[src/rtl/evm_pkg.sv]
// Shared definitions for the EVM vote-tally back end: party codes,
// tally FSM state encoding and the default per-party counter width.
package evm_pkg;

  localparam int unsigned CNT_W_DEF   = 8;
  localparam int unsigned NUM_PARTIES = 4;
  localparam int unsigned PARTY_W     = 2;

  typedef logic [PARTY_W-1:0] party_t;

  localparam party_t PARTY_1 = 2'b00;
  localparam party_t PARTY_2 = 2'b01;
  localparam party_t PARTY_3 = 2'b10;
  localparam party_t PARTY_4 = 2'b11;

  typedef enum logic [1:0] {
    ST_COUNT = 2'b00,
    ST_SCAN  = 2'b01,
    ST_DONE  = 2'b10
  } tally_state_e;

endpackage

[src/rtl/evm_party_counter.sv]
// Saturating per-party vote counter.
//   clk, reset   : clock, async active-high reset
//   inc          : add one vote (ignored when saturated)
//   clr          : zero the counter (wins over inc)
//   count        : registered tally
//   count_nxt_c  : value count takes at the next edge (combinational)
//   sat_hit_c    : inc arrived while the counter was already saturated
module evm_party_counter #(
  parameter int unsigned CNT_W = 8
) (
  input  logic             clk,
  input  logic             reset,
  input  logic             inc,
  input  logic             clr,
  output logic [CNT_W-1:0] count,
  output logic [CNT_W-1:0] count_nxt_c,
  output logic             sat_hit_c
);

  localparam logic [CNT_W-1:0] CNT_MAX = {CNT_W{1'b1}};

  // Next-value and saturation detect
  always_comb begin
    count_nxt_c = count;
    sat_hit_c   = 1'b0;
    if (clr) begin
      count_nxt_c = '0;
    end else if (inc) begin
      if (count == CNT_MAX) begin
        sat_hit_c = 1'b1;
      end else begin
        count_nxt_c = count + CNT_W'(1);
      end
    end
  end

  always_ff @(posedge clk or posedge reset) begin
    if (reset) begin
      count <= '0;
    end else begin
      count <= count_nxt_c;
    end
  end

endmodule

[src/rtl/evm_vote_tally.sv]
// EVM vote-accumulation back end. Counts one-cycle party-vote strobes into
// four saturating counters, plays the tallies out serially on request and
// then reports the winning party.
//   clk, reset                 : clock, async active-high reset
//   vote_valid, vote_party     : one vote strobe for the given party
//   tally_clear                : zero all tallies (COUNT only)
//   result_req                 : start the four-word playout
//   vote_ack / vote_reject     : registered per-vote accept/drop pulse
//   result_busy                : playout or winner cycle in progress
//   result_valid/party/count   : one playout word per cycle
//   winner_valid/party/tie     : winner after playout
//   total_votes                : sum of counted votes
//   overflow                   : sticky, a vote hit a saturated counter
module evm_vote_tally
  import evm_pkg::*;
#(
  parameter int unsigned CNT_W = CNT_W_DEF
) (
  input  logic               clk,
  input  logic               reset,
  input  logic               vote_valid,
  input  logic [1:0]         vote_party,
  input  logic               tally_clear,
  input  logic               result_req,
  output logic               vote_ack,
  output logic               vote_reject,
  output logic               result_busy,
  output logic               result_valid,
  output logic [1:0]         result_party,
  output logic [CNT_W-1:0]   result_count,
  output logic               winner_valid,
  output logic [1:0]         winner_party,
  output logic               winner_tie,
  output logic [CNT_W+1:0]   total_votes,
  output logic               overflow
);

  localparam int unsigned TOT_W = CNT_W + 2;

  tally_state_e state, state_nxt;

  party_t           scan_idx, scan_idx_nxt;
  logic [CNT_W-1:0] max_cnt, max_cnt_nxt;
  party_t           arg_party, arg_party_nxt;
  logic             tie_flag, tie_flag_nxt;

  logic [NUM_PARTIES-1:0] inc;
  logic [NUM_PARTIES-1:0] sat_hit;
  logic [CNT_W-1:0]       cnt     [NUM_PARTIES];
  logic [CNT_W-1:0]       cnt_nxt [NUM_PARTIES];

  logic vote_take;
  logic clr;

  logic             vote_ack_nxt, vote_reject_nxt;
  logic             result_busy_nxt, result_valid_nxt;
  party_t           result_party_nxt;
  logic [CNT_W-1:0] result_count_nxt;
  logic             winner_valid_nxt, winner_tie_nxt;
  party_t           winner_party_nxt;
  logic [TOT_W-1:0] total_nxt;
  logic             overflow_nxt;

  // Votes are only taken in COUNT; a clear in the same cycle drops the vote
  assign vote_take = (state == ST_COUNT) && vote_valid && !tally_clear;
  assign clr       = (state == ST_COUNT) && tally_clear;

  for (genvar g = 0; g < NUM_PARTIES; g++) begin : g_party
    assign inc[g] = vote_take && (vote_party == PARTY_W'(g));

    evm_party_counter #(
      .CNT_W (CNT_W)
    ) u_cnt (
      .clk         (clk),
      .reset       (reset),
      .inc         (inc[g]),
      .clr         (clr),
      .count       (cnt[g]),
      .count_nxt_c (cnt_nxt[g]),
      .sat_hit_c   (sat_hit[g])
    );
  end

  // Next-state and registered-output logic
  always_comb begin
    state_nxt        = state;
    scan_idx_nxt     = scan_idx;
    max_cnt_nxt      = max_cnt;
    arg_party_nxt    = arg_party;
    tie_flag_nxt     = tie_flag;
    vote_ack_nxt     = vote_take;
    vote_reject_nxt  = vote_valid && !vote_take;
    result_valid_nxt = 1'b0;
    result_party_nxt = '0;
    result_count_nxt = '0;
    winner_valid_nxt = winner_valid;
    winner_party_nxt = winner_party;
    winner_tie_nxt   = winner_tie;
    total_nxt        = total_votes;
    overflow_nxt     = overflow | (|sat_hit);

    case (state)
      ST_COUNT: begin
        if (clr) begin
          total_nxt = '0;
        end else if (vote_take && !(|sat_hit)) begin
          total_nxt = total_votes + TOT_W'(1);
        end
        if (vote_take || clr || result_req) begin
          winner_valid_nxt = 1'b0;
        end
        // Word 0 uses the post-edge count so a same-cycle vote is included
        if (result_req) begin
          state_nxt        = ST_SCAN;
          scan_idx_nxt     = PARTY_1;
          result_valid_nxt = 1'b1;
          result_party_nxt = PARTY_1;
          result_count_nxt = cnt_nxt[0];
          max_cnt_nxt      = cnt_nxt[0];
          arg_party_nxt    = PARTY_1;
          tie_flag_nxt     = 1'b0;
        end
      end

      ST_SCAN: begin
        if (scan_idx == PARTY_4) begin
          state_nxt        = ST_DONE;
          winner_valid_nxt = 1'b1;
          winner_party_nxt = arg_party;
          winner_tie_nxt   = tie_flag;
        end else begin
          // Strict greater-than keeps the lowest code on a tie
          scan_idx_nxt     = scan_idx + PARTY_W'(1);
          result_valid_nxt = 1'b1;
          result_party_nxt = scan_idx_nxt;
          result_count_nxt = cnt[scan_idx_nxt];
          if (cnt[scan_idx_nxt] > max_cnt) begin
            max_cnt_nxt   = cnt[scan_idx_nxt];
            arg_party_nxt = scan_idx_nxt;
            tie_flag_nxt  = 1'b0;
          end else if (cnt[scan_idx_nxt] == max_cnt) begin
            tie_flag_nxt  = 1'b1;
          end
        end
      end

      ST_DONE: begin
        state_nxt = ST_COUNT;
      end

      default: begin
        state_nxt = ST_COUNT;
      end
    endcase

    result_busy_nxt = (state_nxt != ST_COUNT);
  end

  // State register
  always_ff @(posedge clk or posedge reset) begin
    if (reset) begin
      state <= ST_COUNT;
    end else begin
      state <= state_nxt;
    end
  end

  // Datapath and output registers
  always_ff @(posedge clk or posedge reset) begin
    if (reset) begin
      scan_idx     <= '0;
      max_cnt      <= '0;
      arg_party    <= '0;
      tie_flag     <= 1'b0;
      vote_ack     <= 1'b0;
      vote_reject  <= 1'b0;
      result_busy  <= 1'b0;
      result_valid <= 1'b0;
      result_party <= '0;
      result_count <= '0;
      winner_valid <= 1'b0;
      winner_party <= '0;
      winner_tie   <= 1'b0;
      total_votes  <= '0;
      overflow     <= 1'b0;
    end else begin
      scan_idx     <= scan_idx_nxt;
      max_cnt      <= max_cnt_nxt;
      arg_party    <= arg_party_nxt;
      tie_flag     <= tie_flag_nxt;
      vote_ack     <= vote_ack_nxt;
      vote_reject  <= vote_reject_nxt;
      result_busy  <= result_busy_nxt;
      result_valid <= result_valid_nxt;
      result_party <= result_party_nxt;
      result_count <= result_count_nxt;
      winner_valid <= winner_valid_nxt;
      winner_party <= winner_party_nxt;
      winner_tie   <= winner_tie_nxt;
      total_votes  <= total_nxt;
      overflow     <= overflow_nxt;
    end
  end

endmodule

[config.mk]
export PLATFORM = sky130hd
export DESIGN_NAME = evm_vote_tally
export DESIGN_NICKNAME = d
export VERILOG_FILES = /design/src/rtl/evm_pkg.sv /design/src/rtl/evm_party_counter.sv /design/src/rtl/evm_vote_tally.sv
export SDC_FILE = /design/constraint.sdc
export NUM_CORES = 1
export LEC_CHECK = 0
export BUFFER_PORTS_ARGS = -buffer_cell sky130_fd_sc_hd__buf_2
export CAP_MARGIN = 15
export CELL_PAD_IN_SITES_DETAIL_PLACEMENT = 1
export CELL_PAD_IN_SITES_GLOBAL_PLACEMENT = 2
export CORE_ASPECT_RATIO = 0.75
export CORE_MARGIN = 2
export CORE_UTILIZATION = 39
export CTS_CLUSTER_SIZE = 25
export DETAILED_ROUTE_END_ITERATION = 10
export PLACE_DENSITY_LB_ADDON = 0.08
export SYNTH_ARGS = -nofsm -noshare
export SYNTH_HDL_FRONTEND = slang
export SYNTH_SLANG_ARGS = --single-unit
[constraint.sdc]
create_clock -name clk -period 4.4 [get_ports clk]
set_input_delay 0.66 -clock clk [delete_from_list [all_inputs] [get_ports clk]]
set_output_delay 0.66 -clock clk [all_outputs]
set_load 0.02 [all_outputs]
Word level (Yosys, flattened, before mapping)
Index checks and enable logic that the tools add are counted.
{"block": "word_totals", "memories": 0, "inputBits": 7, "rom_bits": 0, "latchBits": 0, "ramBits": 0, "output_inout_bits": 29, "ff_bits": 76}
{"block": "classes", "eq_ne": 19, "shift": 0, "mux": 58, "bitwise_logic": 2, "mul": 0, "div_mod_pow": 0, "n_addsub": 6, "n_reduce_logical": 32, "order_cmp": 2}
{"op": "two-way mux 8 bit", "count": 19}
{"op": "adder 8 x 1 -> 8 bit, second input constant", "count": 4}
{"op": "equality test 8 bit, second input constant", "count": 4}
{"op": "one-hot mux 8 bit (2 select lines)", "count": 2}
{"op": "two-way mux 1 bit", "count": 20}
{"op": "two-way mux 10 bit", "count": 2}
{"op": "binary-select mux 8 bit (select 2 bit)", "count": 1}
{"op": "two-way mux 2 bit", "count": 8}
{"op": "!= test 2 bit, second input constant", "count": 7}
{"op": "one-hot mux 2 bit (2 select lines)", "count": 3}
{"op": "nonzero test 2 bit", "count": 6}
{"op": "adder 10 x 1 -> 10 bit, second input constant", "count": 1}
{"op": "AND reduction 2 bit", "count": 5}
{"op": "logical AND 1 bit", "count": 9}
{"op": "equality test 8 bit", "count": 1}
{"op": "> comparator 8 bit", "count": 1}
{"op": "AND reduction 4 bit", "count": 2}
{"op": "equality test 2 bit, second input constant", "count": 3}
{"op": "one-hot mux 1 bit (2 select lines)", "count": 3}
{"op": "AND reduction 3 bit", "count": 2}
{"op": "equality test 2 x 1 -> 1 bit, second input constant", "count": 2}
{"op": "zero test 2 bit", "count": 2}
{"op": "OR reduction 4 bit", "count": 1}
{"op": "greater-or-equal comparator 3 bit, second input constant", "count": 1}
{"op": "other kinds (7)", "count": 10}

Depth between registers and ports, before layout
{"block": "depth", "word_depth": 11, "depth_mapped": 10, "ltp_nobuf": 9}

Hierarchy
A second synthesis with hierarchy kept.
{"block": "unflattened", "hier_cells": 393, "hier_area_um2": 4299.1}
{"mod": "evm_vote_tally", "n_inst": 1, "area_per_inst_um2": 2307.2, "cells_per_inst": 201, "seq_area_each_um2": 1101.1}
{"mod": "evm_party_counter", "n_inst": 4, "area_per_inst_um2": 498.0, "cells_per_inst": 48, "seq_area_each_um2": 200.2}

Worst setup path after synthesis
No wires, ideal clock.
{"block": "synth_path", "path_type": "register to register", "startpoint": "reg scan_idx[0]", "endpoint": "reg max_cnt[0]", "slack_ns": 1.124, "setup_ns": 0.125, "stages_incl_launch_ff": 10, "synth_period_minus_slack_ns": 3.276, "arrival_time_ns": 3.151, "n_path_buf": 2, "cell_sequence": "dfrtp_1 -> clkbuf_1 -> mux4_2 -> ha_1 -> and4_1 -> clkbuf_1 -> nand2_1 -> a31o_2 -> a31oi_2 -> mux2_2"}
{"block": "synth_between", "elab_chain_len": 8}
{"item": "from (decl)", "line": "evm_vote_tally.sv:42", "source": "party_t scan_idx, scan_idx_nxt;"}
{"item": "from (signal assigned)", "line": "evm_vote_tally.sv:187", "source": "scan_idx <= scan_idx_nxt;"}
{"item": "adder 2 x 1 -> 2 bit", "line": "evm_vote_tally.sv:133", "source": "scan_idx_nxt = scan_idx + PARTY_W'(1);"}
{"item": "inverter 2 -> 3 bit (not written as such)", "line": "evm_vote_tally.sv:137, evm_vote_tally.sv:138"}
{"item": "binary-select mux 8 bit (select 2 bit)", "line": "evm_vote_tally.sv:137, evm_vote_tally.sv:138"}
{"item": "two-way mux 8 bit (not written as such) (2 in series)", "line": "evm_vote_tally.sv:137, evm_vote_tally.sv:138"}
{"item": "> comparator 8 bit or two-way mux 8 bit (tied branches)", "line": "evm_vote_tally.sv:137", "source": "if (cnt[scan_idx_nxt] > max_cnt) begin"}
{"item": "!= test 2 bit (no line) or two-way mux 8 bit (tied branches)"}
{"item": "AND reduction 4 bit (no line) or one-hot mux 8 bit (2 select lines) (tied branches)"}
{"item": "to (signal assigned)", "line": "evm_vote_tally.sv:188", "source": "max_cnt <= max_cnt_nxt;"}
{"item": "to (decl)", "line": "evm_vote_tally.sv:43", "source": "logic [CNT_W-1:0] max_cnt, max_cnt_nxt;"}
Several ways; a longest one is shown, not always the timed one. The select of a mux whose other input is x is not followed.
A chain may end at the register's enable or synchronous reset.

Final worst setup path
{"block": "layout_path", "startpoint": "reg scan_idx[0]", "endpoint": "reg max_cnt[4]"}
Same word-level chain as after synthesis.

==> results.md <==
* Synth Cell Area at 0.00419 mm²
* Status: finished clean
* Routed WL at 11300 µm
* Port Buffer Count at 35
* Clock slew at reported path FFs at 0.06 ns
* WL/cell at 19.6 µm
* NumNets Final at 460
* Core area at 0.0104 mm²
* Detailed placement HPWL at 8150 µm
* Met2 usage at 32.1%
* Synth unique cells at 53
* Area leader, netlist: dfrtp_1
* Hold WC Path Type: in2async
* Drt initial violations at 144
* Antenna diode count at 0
* Vias at 3221
* Chip height at 93.7 µm
* Slew @ Worst Pin at 0.821 ns
* RSZ-0062 raised after global routing: false
* P_leak at 2.28 nW
* Pwr/cell area at 519 mW/mm²
* Met3 Use GR at 4.49%
* Largest net degree at the start of global routing at 50
* Cells after DPL at 564
* Sink Count at 76
* CTS resizes at 0
* I/O Pins at 36
* Initial Utilization at 40.4%
* Syn avg cell area at 10.3 µm²
* Final Slew Violations at 0
* Required @ worst endpoint at 4.61 ns
* Die area at 0.0116 mm²
* CTS tree: yes
* Crit-path max FO at 11
* Yosys warns at 0
* Setup Buffers After CTS at 0
* Vias in the first global route at 3335
* Final Hold Fails at 0
* Crit share post-route at 83.8%
* Total grt overflow at 0
* Chip width at 124 µm
* Most common cell after layout, fill and taps aside: dfrtp_1
* Post-synth ARST share at 100%
* CP startpoint kind: flop
* Row count at 32
* Initial antenna violation count at 0
* Clk_lat worst skew at 0.33 ns
* Post-layout instance area at 0.00479 mm²
* Net Count, Synth at 428
* EDFF count, synth at 0
* Top FF cell, synth: dfrtp_1
* Syn-to-layout area delta at 14.3%
* Synth top area cells: dfrtp_1 (45%), mux4_2 (4.3%), ha_1 (4.2%)
* Sum Neg Setup Slack at 0 ns
* Max Cap Violations at 0
* Post-Place Cell Area at 0.00447 mm²
* DRT Pass-1 Iters at 4
* Most frequent cells in the layout: dfrtp_1 (76), nand2_1 (44), buf_2 (35)
* Worst Setup End Kind: flop
* Slew HR at 45.2%
* Min Hold Slack at 0.465 ns
* Maximum vdd drop at 203 µV
* GP Congestion at 0.825
* Number of buffers created by CTS at 9
* Hold buffer count at cts at 0
* Syn Inst Count at 407
* Layout cells sized above 1 at 20.5%
* Finish-stage setup viols at 0
* GRT Total Usage at 21.5%
* Register area share after synthesis at 45.4%
* DRT antenna net count at 0
* Grt peak-use layer: met2
* DR vias/cell at 5.55
* WP data arrival at 3.90 ns
* DRC at 0
* First-pass GRT wire length at 18600 µm
* Final min period at 3.69 ns
* Share of the synthesized area in the top cell type at 45.4%
* Critical path class: reg2reg
* Achievable Freq at 271 MHz
* Root Driver: clkbuf_16
* Met1 usage at 31.9%
* Clk_skew at 0.00706 ns
* Total power draw at 2.49 mW
* Max Root-Sink Buffers at 2
* H-tree levels at 3
* Finished Layout Cells at 580
* Seq cells post-synth at 76
[metal layers]
metal	share of wire [%]	vias to the layer above
met5	0	-
met1	52	1631
met3	4.1	6
met4	0.58	0
li1	-	1518
met2	44	66
[power by group]
group	total [mW]	switching [mW]	internal (mW)
Clock	0.770	0.284	0.486
Combinational	0.833	0.533	0.299
Sequential	0.884	0.0838	0.800
[synth_stat cells (all sizes together), types with 2 or more instances]
library cell   n
nor3           3
mux4           8
buf            5
nand4         12
mux2i         13
and3          11
o211ai         7
mux2           9
a31o           2
nor3b          3
nor2          36
a31oi          2
and2           5
a22o           2
nor2b          2
ha            14
xor2          15
dfrtp         76
inv           25
or2            2
nand3         13
clkbuf        14
a21oi          8
a211oi         6
and4           6
o2111ai        9
o31ai          5
o21ai         19
nand2b         7
nand2         44
xnor2          9
[flip-flops by register name, indices dropped and copies added, names as in the netlist]
name and flops:
g_party.u_cnt.count 32, total_votes 10, max_cnt 8, result_count 8, arg_party 2, result_party 2, scan_idx 2, state 2
winner_party 2, overflow 1, result_busy 1, result_valid 1, tie_flag 1, vote_ack 1, vote_reject 1, winner_tie 1
winner_valid 1
[cells by family after synthesis]
| group | synth area share (%) |
|---|---|
| simple gates | 17.9 |
| flops | 45.4 |
| compound gates | 12.8 |
| buf+inv | 4.81 |
| mux | 9.84 |
| xor+xnor | 5.02 |
| fa+ha+maj | 4.19 |
[metrics by stage]
step | utilization, % | setup WS, ns
after CTS | 46.2 | 0.699
after detailed placement | 43.1 | 0.722
final | 46.2 | 0.715
after floorplan | - | 1.12
after global placement | 43.1 | 0.861
after global routing | 46.2 | 0.454
[critical path, cell delays in order, from the launching register on]
cell,delay (ns)
dfrtp_1,0.38
ha_1,0.58
mux4_2,0.61
ha_1,0.33
and4_1,0.29
nand2_1,0.15
a31o_2,0.27
a31oi_2,0.54
mux2_2,0.41
[worst paths after layout]
path,cells past startpoint,slack [ns],to,start
max in group asynchronous,3,3.03,g_party[3].u_cnt.count[1],reset
hold reg to reg,1,0.48,overflow,overflow
hold / removal,2,0.46,max_cnt[1],reset
setup / recovery,8,0.71,max_cnt[4],scan_idx[0]
min in group clk,1,0.48,overflow,overflow
setup reg to reg,8,0.71,max_cnt[4],scan_idx[0]
[final cells by class]
type | count | area [µm²]
clock buffers | 13 | 270
clock inverters | 3 | 43.8
fillers | 1152 | 5580
inverters | 25 | 100
multi-input cells | 287 | 2090
flip-flops and latches | 76 | 1900
well taps | 136 | 170
repair buffers | 40 | 213
No activity file was read; power rests on OpenSTA's default activity.
